`config.mk`:
```
export PLATFORM = sky130hd
export DESIGN_NAME = mdu_hilo
export DESIGN_NICKNAME = d
export VERILOG_FILES = /design/src/rtl/mips_pkg.sv /design/src/rtl/mdu_div_core.sv /design/src/rtl/mdu_hilo.sv
export SDC_FILE = /design/constraint.sdc
export NUM_CORES = 2
export LEC_CHECK = 0
export ABC_AREA = 0
export CORE_MARGIN = 2
export CORE_UTILIZATION = 45
export DETAILED_ROUTE_END_ITERATION = 16
export HOLD_SLACK_MARGIN = 0.15
export PLACE_DENSITY = 0.73
export SLEW_MARGIN = 20
export SYNTH_ARGS = -nofsm -noshare
export SYNTH_HDL_FRONTEND = slang
export SYNTH_SLANG_ARGS = --single-unit
```
`constraint.sdc`:
```
create_clock -name clk -period 7.58 [get_ports clk]
set_input_delay 1.516 -clock clk [delete_from_list [all_inputs] [get_ports clk]]
set_output_delay 1.516 -clock clk [all_outputs]
set_load 0.05 [all_outputs]
```
`src/rtl/mips_pkg.sv`:
```
// Shared MIPS definitions for the multiply/divide unit: op encodings,
// FSM state encoding and the fixed divide latency.
package mips_pkg;

    localparam logic [2:0] MDU_MULT  = 3'd0;
    localparam logic [2:0] MDU_MULTU = 3'd1;
    localparam logic [2:0] MDU_DIV   = 3'd2;
    localparam logic [2:0] MDU_DIVU  = 3'd3;
    localparam logic [2:0] MDU_MTHI  = 3'd4;
    localparam logic [2:0] MDU_MTLO  = 3'd5;

    typedef logic [2:0] mdu_state_t;

    localparam mdu_state_t ST_IDLE     = 3'd0;
    localparam mdu_state_t ST_MUL      = 3'd1;
    localparam mdu_state_t ST_DIV_PRE  = 3'd2;
    localparam mdu_state_t ST_DIV_ITER = 3'd3;
    localparam mdu_state_t ST_DIV_FIX  = 3'd4;

    // One cycle to take absolute values, one per quotient bit, one to fix signs.
    function automatic int mdu_div_lat(input int data_w);
        return data_w + 2;
    endfunction

endpackage

```
`src/rtl/mdu_div_core.sv`:
```
// Iterative restoring unsigned divider: loads on start_i, then produces one
// quotient bit per cycle, MSB first, for ITERS cycles.
module mdu_div_core #(
    parameter int DATA_W = 32,
    parameter int ITERS  = DATA_W
) (
    input  logic              clk,
    input  logic              rst,
    input  logic              start_i,
    input  logic [DATA_W-1:0] dividend_i,
    input  logic [DATA_W-1:0] divisor_i,
    output logic              last_o,
    output logic [DATA_W-1:0] quotient_o,
    output logic [DATA_W-1:0] remainder_o
);

    localparam int CW = $clog2(ITERS + 1);

    logic [DATA_W-1:0] rem_q, rem_d;
    logic [DATA_W-1:0] quo_q, quo_d;
    logic [DATA_W-1:0] dvs_q, dvs_d;
    logic [CW-1:0]     cnt_q, cnt_d;

    // Partial remainder shifted left with the next dividend bit brought in.
    logic [DATA_W:0]   trial;
    logic              fits;
    logic [DATA_W-1:0] rem_sub;

    assign trial   = {rem_q, quo_q[DATA_W-1]};
    assign fits    = (trial >= {1'b0, dvs_q});
    // When the subtraction is taken the true difference is below the divisor,
    // so the low DATA_W bits are exact.
    assign rem_sub = trial[DATA_W-1:0] - dvs_q;

    always_comb begin
        // NOTE: every signal driven here gets a default first, so no path
        // leaves it unassigned and no latch is inferred.
        rem_d = rem_q;
        quo_d = quo_q;
        dvs_d = dvs_q;
        cnt_d = cnt_q;
        if (start_i) begin
            rem_d = '0;
            quo_d = dividend_i;
            dvs_d = divisor_i;
            cnt_d = CW'(ITERS);
        end else if (cnt_q != '0) begin
            rem_d = fits ? rem_sub : trial[DATA_W-1:0];
            quo_d = {quo_q[DATA_W-2:0], fits};
            cnt_d = cnt_q - 1'b1;
        end
    end

    always_ff @(posedge clk) begin
        // NOTE: state registers use non-blocking assignments so every flop
        // samples the values from before this edge.
        if (rst) begin
            rem_q <= '0;
            quo_q <= '0;
            dvs_q <= '0;
            cnt_q <= '0;
        end else begin
            rem_q <= rem_d;
            quo_q <= quo_d;
            dvs_q <= dvs_d;
            cnt_q <= cnt_d;
        end
    end

    // High while the final quotient bit is being produced on the coming edge.
    assign last_o      = (cnt_q == CW'(1));
    assign quotient_o  = quo_q;
    assign remainder_o = rem_q;

endmodule

```
`src/rtl/mdu_hilo.sv`:
```
// Multi-cycle multiply/divide unit with architectural HI/LO registers;
// fixed-latency MULT/MULTU/DIV/DIVU plus single-edge MTHI/MTLO.
module mdu_hilo
    import mips_pkg::*;
#(
    parameter int DATA_W  = 32,
    parameter int MUL_LAT = 4
) (
    input  logic              clk,
    input  logic              rst,
    input  logic              start,
    input  logic [2:0]        op,
    input  logic [DATA_W-1:0] rs_data,
    input  logic [DATA_W-1:0] rt_data,
    output logic              busy,
    output logic              done,
    output logic [DATA_W-1:0] hi,
    output logic [DATA_W-1:0] lo
);

    localparam int DIV_LAT = mdu_div_lat(DATA_W);
    localparam int CNT_W   = (MUL_LAT > 1) ? $clog2(MUL_LAT) : 1;
    localparam logic [CNT_W-1:0] MUL_LOAD = CNT_W'(MUL_LAT - 1);

    mdu_state_t        state_q, state_d;
    logic [CNT_W-1:0]  cnt_q, cnt_d;
    logic [DATA_W-1:0] a_q, a_d;
    logic [DATA_W-1:0] b_q, b_d;
    logic              mul_signed_q, mul_signed_d;
    logic              div_signed_q, div_signed_d;
    logic              q_neg_q, q_neg_d;
    logic              r_neg_q, r_neg_d;
    logic [DATA_W-1:0] hi_q, hi_d;
    logic [DATA_W-1:0] lo_q, lo_d;
    logic              busy_q, busy_d;
    logic              done_q, done_d;

    // Sign- or zero-extend to the full product width so one unsigned
    // multiplier yields the correct two's-complement product for both ops.
    logic [2*DATA_W-1:0] mul_a_ext, mul_b_ext, product;

    assign mul_a_ext = {{DATA_W{mul_signed_q & a_q[DATA_W-1]}}, a_q};
    assign mul_b_ext = {{DATA_W{mul_signed_q & b_q[DATA_W-1]}}, b_q};
    assign product   = mul_a_ext * mul_b_ext;

    logic              a_neg, b_neg;
    logic [DATA_W-1:0] div_dividend, div_divisor;
    logic              div_start, div_last;
    logic [DATA_W-1:0] div_quo, div_rem;

    assign a_neg        = div_signed_q & a_q[DATA_W-1];
    assign b_neg        = div_signed_q & b_q[DATA_W-1];
    assign div_dividend = a_neg ? -a_q : a_q;
    assign div_divisor  = b_neg ? -b_q : b_q;

    mdu_div_core #(
        .DATA_W (DATA_W),
        .ITERS  (DIV_LAT - 2)
    ) u_div_core (
        .clk         (clk),
        .rst         (rst),
        .start_i     (div_start),
        .dividend_i  (div_dividend),
        .divisor_i   (div_divisor),
        .last_o      (div_last),
        .quotient_o  (div_quo),
        .remainder_o (div_rem)
    );

    always_comb begin
        state_d      = state_q;
        cnt_d        = cnt_q;
        a_d          = a_q;
        b_d          = b_q;
        mul_signed_d = mul_signed_q;
        div_signed_d = div_signed_q;
        q_neg_d      = q_neg_q;
        r_neg_d      = r_neg_q;
        hi_d         = hi_q;
        lo_d         = lo_q;
        done_d       = 1'b0;
        div_start    = 1'b0;

        case (state_q)
            ST_IDLE: begin
                if (start) begin
                    case (op)
                        MDU_MULT, MDU_MULTU: begin
                            a_d          = rs_data;
                            b_d          = rt_data;
                            mul_signed_d = (op == MDU_MULT);
                            cnt_d        = MUL_LOAD;
                            state_d      = ST_MUL;
                        end
                        MDU_DIV, MDU_DIVU: begin
                            a_d          = rs_data;
                            b_d          = rt_data;
                            div_signed_d = (op == MDU_DIV);
                            state_d      = ST_DIV_PRE;
                        end
                        MDU_MTHI: hi_d = rs_data;
                        MDU_MTLO: lo_d = rs_data;
                        default: ;
                    endcase
                end
            end
            ST_MUL: begin
                if (cnt_q == '0) begin
                    {hi_d, lo_d} = product;
                    done_d       = 1'b1;
                    state_d      = ST_IDLE;
                end else begin
                    cnt_d = cnt_q - 1'b1;
                end
            end
            ST_DIV_PRE: begin
                div_start = 1'b1;
                q_neg_d   = a_neg ^ b_neg;
                r_neg_d   = a_neg;
                state_d   = ST_DIV_ITER;
            end
            ST_DIV_ITER: begin
                if (div_last) state_d = ST_DIV_FIX;
            end
            ST_DIV_FIX: begin
                // Divide by zero bypasses the sign fix: all-ones quotient and
                // the untouched dividend as remainder, for DIV and DIVU alike.
                if (b_q == '0) begin
                    lo_d = '1;
                    hi_d = a_q;
                end else begin
                    lo_d = q_neg_q ? -div_quo : div_quo;
                    hi_d = r_neg_q ? -div_rem : div_rem;
                end
                done_d  = 1'b1;
                state_d = ST_IDLE;
            end
            default: state_d = ST_IDLE;
        endcase

        busy_d = (state_d != ST_IDLE);
    end

    always_ff @(posedge clk) begin
        if (rst) begin
            state_q      <= ST_IDLE;
            cnt_q        <= '0;
            a_q          <= '0;
            b_q          <= '0;
            mul_signed_q <= 1'b0;
            div_signed_q <= 1'b0;
            q_neg_q      <= 1'b0;
            r_neg_q      <= 1'b0;
            hi_q         <= '0;
            lo_q         <= '0;
            busy_q       <= 1'b0;
            done_q       <= 1'b0;
        end else begin
            state_q      <= state_d;
            cnt_q        <= cnt_d;
            a_q          <= a_d;
            b_q          <= b_d;
            mul_signed_q <= mul_signed_d;
            div_signed_q <= div_signed_d;
            q_neg_q      <= q_neg_d;
            r_neg_q      <= r_neg_d;
            hi_q         <= hi_d;
            lo_q         <= lo_d;
            busy_q       <= busy_d;
            done_q       <= done_d;
        end
    end

    assign busy = busy_q;
    assign done = done_q;
    assign hi   = hi_q;
    assign lo   = lo_q;

endmodule

```
==> insert_results.sql <==
INSERT INTO impl_metrics (metric_group, metric, value, unit) VALUES
('run_status', 'outcome', 'finished with violations', ''),
('run_status', 'violations', 'negative setup slack', ''),
('drt', 'drt_iter0_drc', '4202', ''),
('worst_hold_path', 'hold_path_class', 'reg2reg', ''),
('global_routing', 'grt-ovfl-total', '0', ''),
('final_layout', 'layout.cells.most_common', 'inv_1', ''),
('clocking', 'cts_tree', 'yes', ''),
('timing', 'worst_slew_pin_slew', '1.14', 'ns'),
('global_routing', 'grt_antenna_before_repair', '4', ''),
('clocking', 'clock_latency_on_the_worst_skew_pair', '0.65', 'ns'),
('timing', 'setup_slack', '-0.309', 'ns'),
('final_layout', 'design.final.nets', '8031', ''),
('clocking', 'cts_buffers', '30', ''),
('global_routing', 'maximum_number_of_pins_on_one_net_before_global_route_repair', '79', ''),
('power', 'power_density', '118', 'nW/µm²'),
('place', 'gp_congestion', '1.01', ''),
('setup_path', 'worst_setup_path_start_kind', 'flop', ''),
('global_routing', 'via_count_of_the_first_global_routing_pass', '48000', ''),
('clocking', 'cts.path.max_buffers', '3', ''),
('timing', 'timing.fmax', '127', 'MHz'),
('synth', 'postSynthCellCount', '6165', ''),
('timing', 'finalMaxSlewViolations', '0', ''),
('power', 'leakage', '29.4', 'nW'),
('final_layout', 'layout-area-overhead-vs-synth', '21.2', '%'),
('clocking', 'post_cts_clock_slew_at_the_launch_and_capture_registers_of_the_worst_setup_and_hold_paths', '0.09', 'ns'),
('timing', 'setup_repair_after_global_routing_missed_its_margin', 'yes', ''),
('place', 'placedCellCount', '7993', ''),
('job', 'drv.max_cap_violation_count', '0', ''),
('drt', 'drt_pre_antenna_iters', '7', ''),
('setup_path', 'cp_max_fo', '4', ''),
('place', 'numPortBuffers', '135', ''),
('synth', 'syn-mean-instance-area', '8.51', 'µm²'),
('setup_path', 'critPathCaptureType', 'flop', ''),
('timing', 'fin_crit', '7.89', 'ns'),
('setup_path', 'slowest_delay', '0.62', 'ns'),
('floorplanning', 'placeableCoreArea', '116000', 'µm²'),
('timing', 'timing.setup.tns', '-2.49', 'ns'),
('floorplanning', 'die_y', '345', 'µm'),
('synth', 'synth_async_sr_flop_share', '0', '%'),
('drt', 'detail_route.drc_violations', '0', ''),
('setup_path', 'slowest_stage', 'fa_2', ''),
('timing', 'post-route-period-util', '104', '%'),
('final_layout', 'layout_common_cells', 'inv_1, fa_1, nand2_1', ''),
('global_routing', 'grt_first_pass_wirelength', '285000', 'µm'),
('synth', 'ys_seq_elements', '241', ''),
('synth', 'synthesis_warning_total', '0', ''),
('synth', 'synth_seq_area_share', '9.20', '%'),
('floorplanning', 'floorplan.io_pins', '136', ''),
('synth', 'synth_enable_flop_cells', '0', ''),
('drt', 'ant_nets_after_route', '0', ''),
('setup_path', 'arrival', '8.46', 'ns'),
('drt', 'dr_total_vias', '45600', ''),
('floorplanning', 'floorplan.initialDensity', '45.2', '%'),
('clocking', 'cts_sinks', '241', ''),
('clocking', 'cts_root_buffer', 'clkbuf_16', ''),
('place', 'place_hpwl', '149000', 'µm'),
('drt', 'drt-total-wl', '188000', 'µm'),
('timing', 'timing.clock.skew', '0.0307', 'ns'),
('final_layout', 'drive_gt1_share', '16.1', '%'),
('timing', 'timing.final.setup_violations', '15', ''),
('global_routing', 'track_usage', '31.3', '%'),
('drt', 'route.detailed.vias_per_inst', '5.60', ''),
('final_layout', 'fin_cells', '8133', ''),
('floorplanning', 'design.die.area', '119000', 'µm²'),
('power', 'max-vdd-ir-drop', '0.239', 'mV'),
('synth', 'summed_instance_area_of_the_synthesized_netlist', '52400', 'µm²'),
('floorplanning', 'dieWidth', '345', 'µm'),
('final_layout', 'post-route-util', '54.8', '%'),
('final_layout', 'nFillCells', '10200', ''),
('timing', 'hold_violations', '0', ''),
('setup_path', 'cp.required', '8.15', 'ns'),
('clocking', 'htree_num_levels', '1', ''),
('synth', 'yosysUniqueCellTypes', '73', ''),
('synth', 'synth_flop_cell', 'dfxtp_1', ''),
('synth', 'synthesis.nets', '7612', ''),
('floorplanning', 'row_count', '125', ''),
('setup_path', 'worstSetupPathType', 'reg2reg', ''),
('drt', 'routed_wire_length_per_instance', '23.1', 'µm'),
('timing', 'relSlewSlack', '23.4', '%'),
('clocking', 'cts_hold_buf', '0', '');
-- Yosys cell counts (all sizes together), types with 7 or more instances --
cell type	number	area share, %
nor2b	17	0.20
a221o	7	0.13
xnor2	123	2.1
a311oi	53	0.89
and2	351	4.2
nand2b	20	0.24
dfxtp	241	9.2
and3	24	0.29
nor4	11	0.14
nand2	1040	7.4
a211oi	89	1.3
fa	1126	43
nor2	289	2.1
o31a	8	0.13
o41ai	18	0.34
clkbuf	348	2.5
a21o	35	0.50
o211ai	15	0.21
xor2	85	1.4
ha	251	6.0
a31oi	17	0.20
nand4	28	0.33
a221oi	31	0.52
or2	17	0.20
buf	79	0.57
o211a	9	0.17
or3	22	0.27
nor3	52	0.50
nand3	35	0.33
nand3b	7	0.10
or4	18	0.29
o21ai	133	1.3
o31ai	35	0.50
mux2i	13	0.25
o21bai	22	0.31
inv	1180	8.4
a21oi	242	2.3
o21a	13	0.19
-- layout make-up --
type | instances | area, µm² | share of cell area [%]
clock inverters | 15 | 221 | 0.348
well taps | 1524 | 1910 | 3.00
inverters | 1180 | 4450 | 7.00
multi-input cells | 4317 | 43100 | 67.8
repair buffers | 814 | 8140 | 12.8
diodes | 2 | 5.00 | 0.00787
flip-flops and latches | 241 | 4880 | 7.67
clock buffers | 40 | 858 | 1.35
-- where the power goes --
group / leakage, nW / switching, W / internal [W]
Clock: 0.529 / 0.000698 / 0.000936
Combinational: 26.8 / 0.00257 / 0.00161
Sequential: 1.98 / 0.000254 / 0.00144
-- state kept, by name, indices dropped and copies added (netlist names) --
signal / count
a_q: 32
b_q: 32
busy: 1
cnt_q: 2
div_signed_q: 1
done: 1
hi: 32
lo: 32
mul_signed_q: 1
q_neg_q: 1
r_neg_q: 1
state_q: 3
u_div_core.cnt_q: 6
u_div_core.dvs_q: 32
u_div_core.quotient_o: 32
u_div_core.remainder_o: 32
-- kinds of logic (layout without fill, tap and decap cells) --
logic type / Yosys count / after routing / share of synthesized area (%)
simple gates: 1944 / 1944 / 16.8
buf+inv: 1607 / 2049 / 11.5
fa+ha+maj: 1377 / 1377 / 49.0
compound gates: 775 / 775 / 9.78
flops: 241 / 241 / 9.20
xor+xnor: 208 / 208 / 3.47
mux: 13 / 13 / 0.248
other cells: 0 / 2 / 0
-- stage by stage --
| stage | cell area, µm² | power, W | hold slack (ns) | setup WS (ns) |
|---|---|---|---|---|
| finish | 63600 | 0.00751 | 0.454 | -0.309 |
| global route | 63600 | 0.00790 | 0.471 | -0.556 |
| CTS | 62100 | 0.00732 | 0.443 | -0.185 |
| detailed placement | 59900 | 0.00562 | 0.428 | -0.756 |
| global placement | 59900 | 0.00554 | 0.425 | -0.648 |
| floorplan | 52600 | 0.00421 | 0.411 | -0.181 |
-- routing by layer --
layer | vias to the layer above | GRT usage (%) | wire length, µm
met5 | - | 0 | 0
met4 | 0 | 17.7 | 13700
met3 | 628 | 6.13 | 18600
met2 | 2348 | 50.6 | 85600
met1 | 22900 | 39.3 | 70100
li1 | 19700 | - | -
-- critical path: cells and delay by family (launching register included) --
kind,cells,cell delay (ns)
adder cells (fa/ha/maj),9,4.44
AND/OR/NAND/NOR,8,1.33
AO/OA/AOI/OAI,3,0.91
buffers and inverters,8,0.79
flip-flops,1,0.36
-- timing repair --
action                     4_1_cts  5_1_grt
resized for setup              184      238
setup buffers                   31       51
setup endpoints to repair       37       37
pin swaps                       78      145
gates cloned                     3        3
-- final timing paths --
kind,from,end,slack [ns],cells past startpoint
max reg2reg,mul_signed_q,hi[31],-0.31,28
max,mul_signed_q,hi[31],-0.31,28
min,u_div_core.dvs_q[31],u_div_core.dvs_q[31],0.45,2
min reg2reg,u_div_core.dvs_q[31],u_div_core.dvs_q[31],0.45,2
Power figures use the tool's default switching activity.
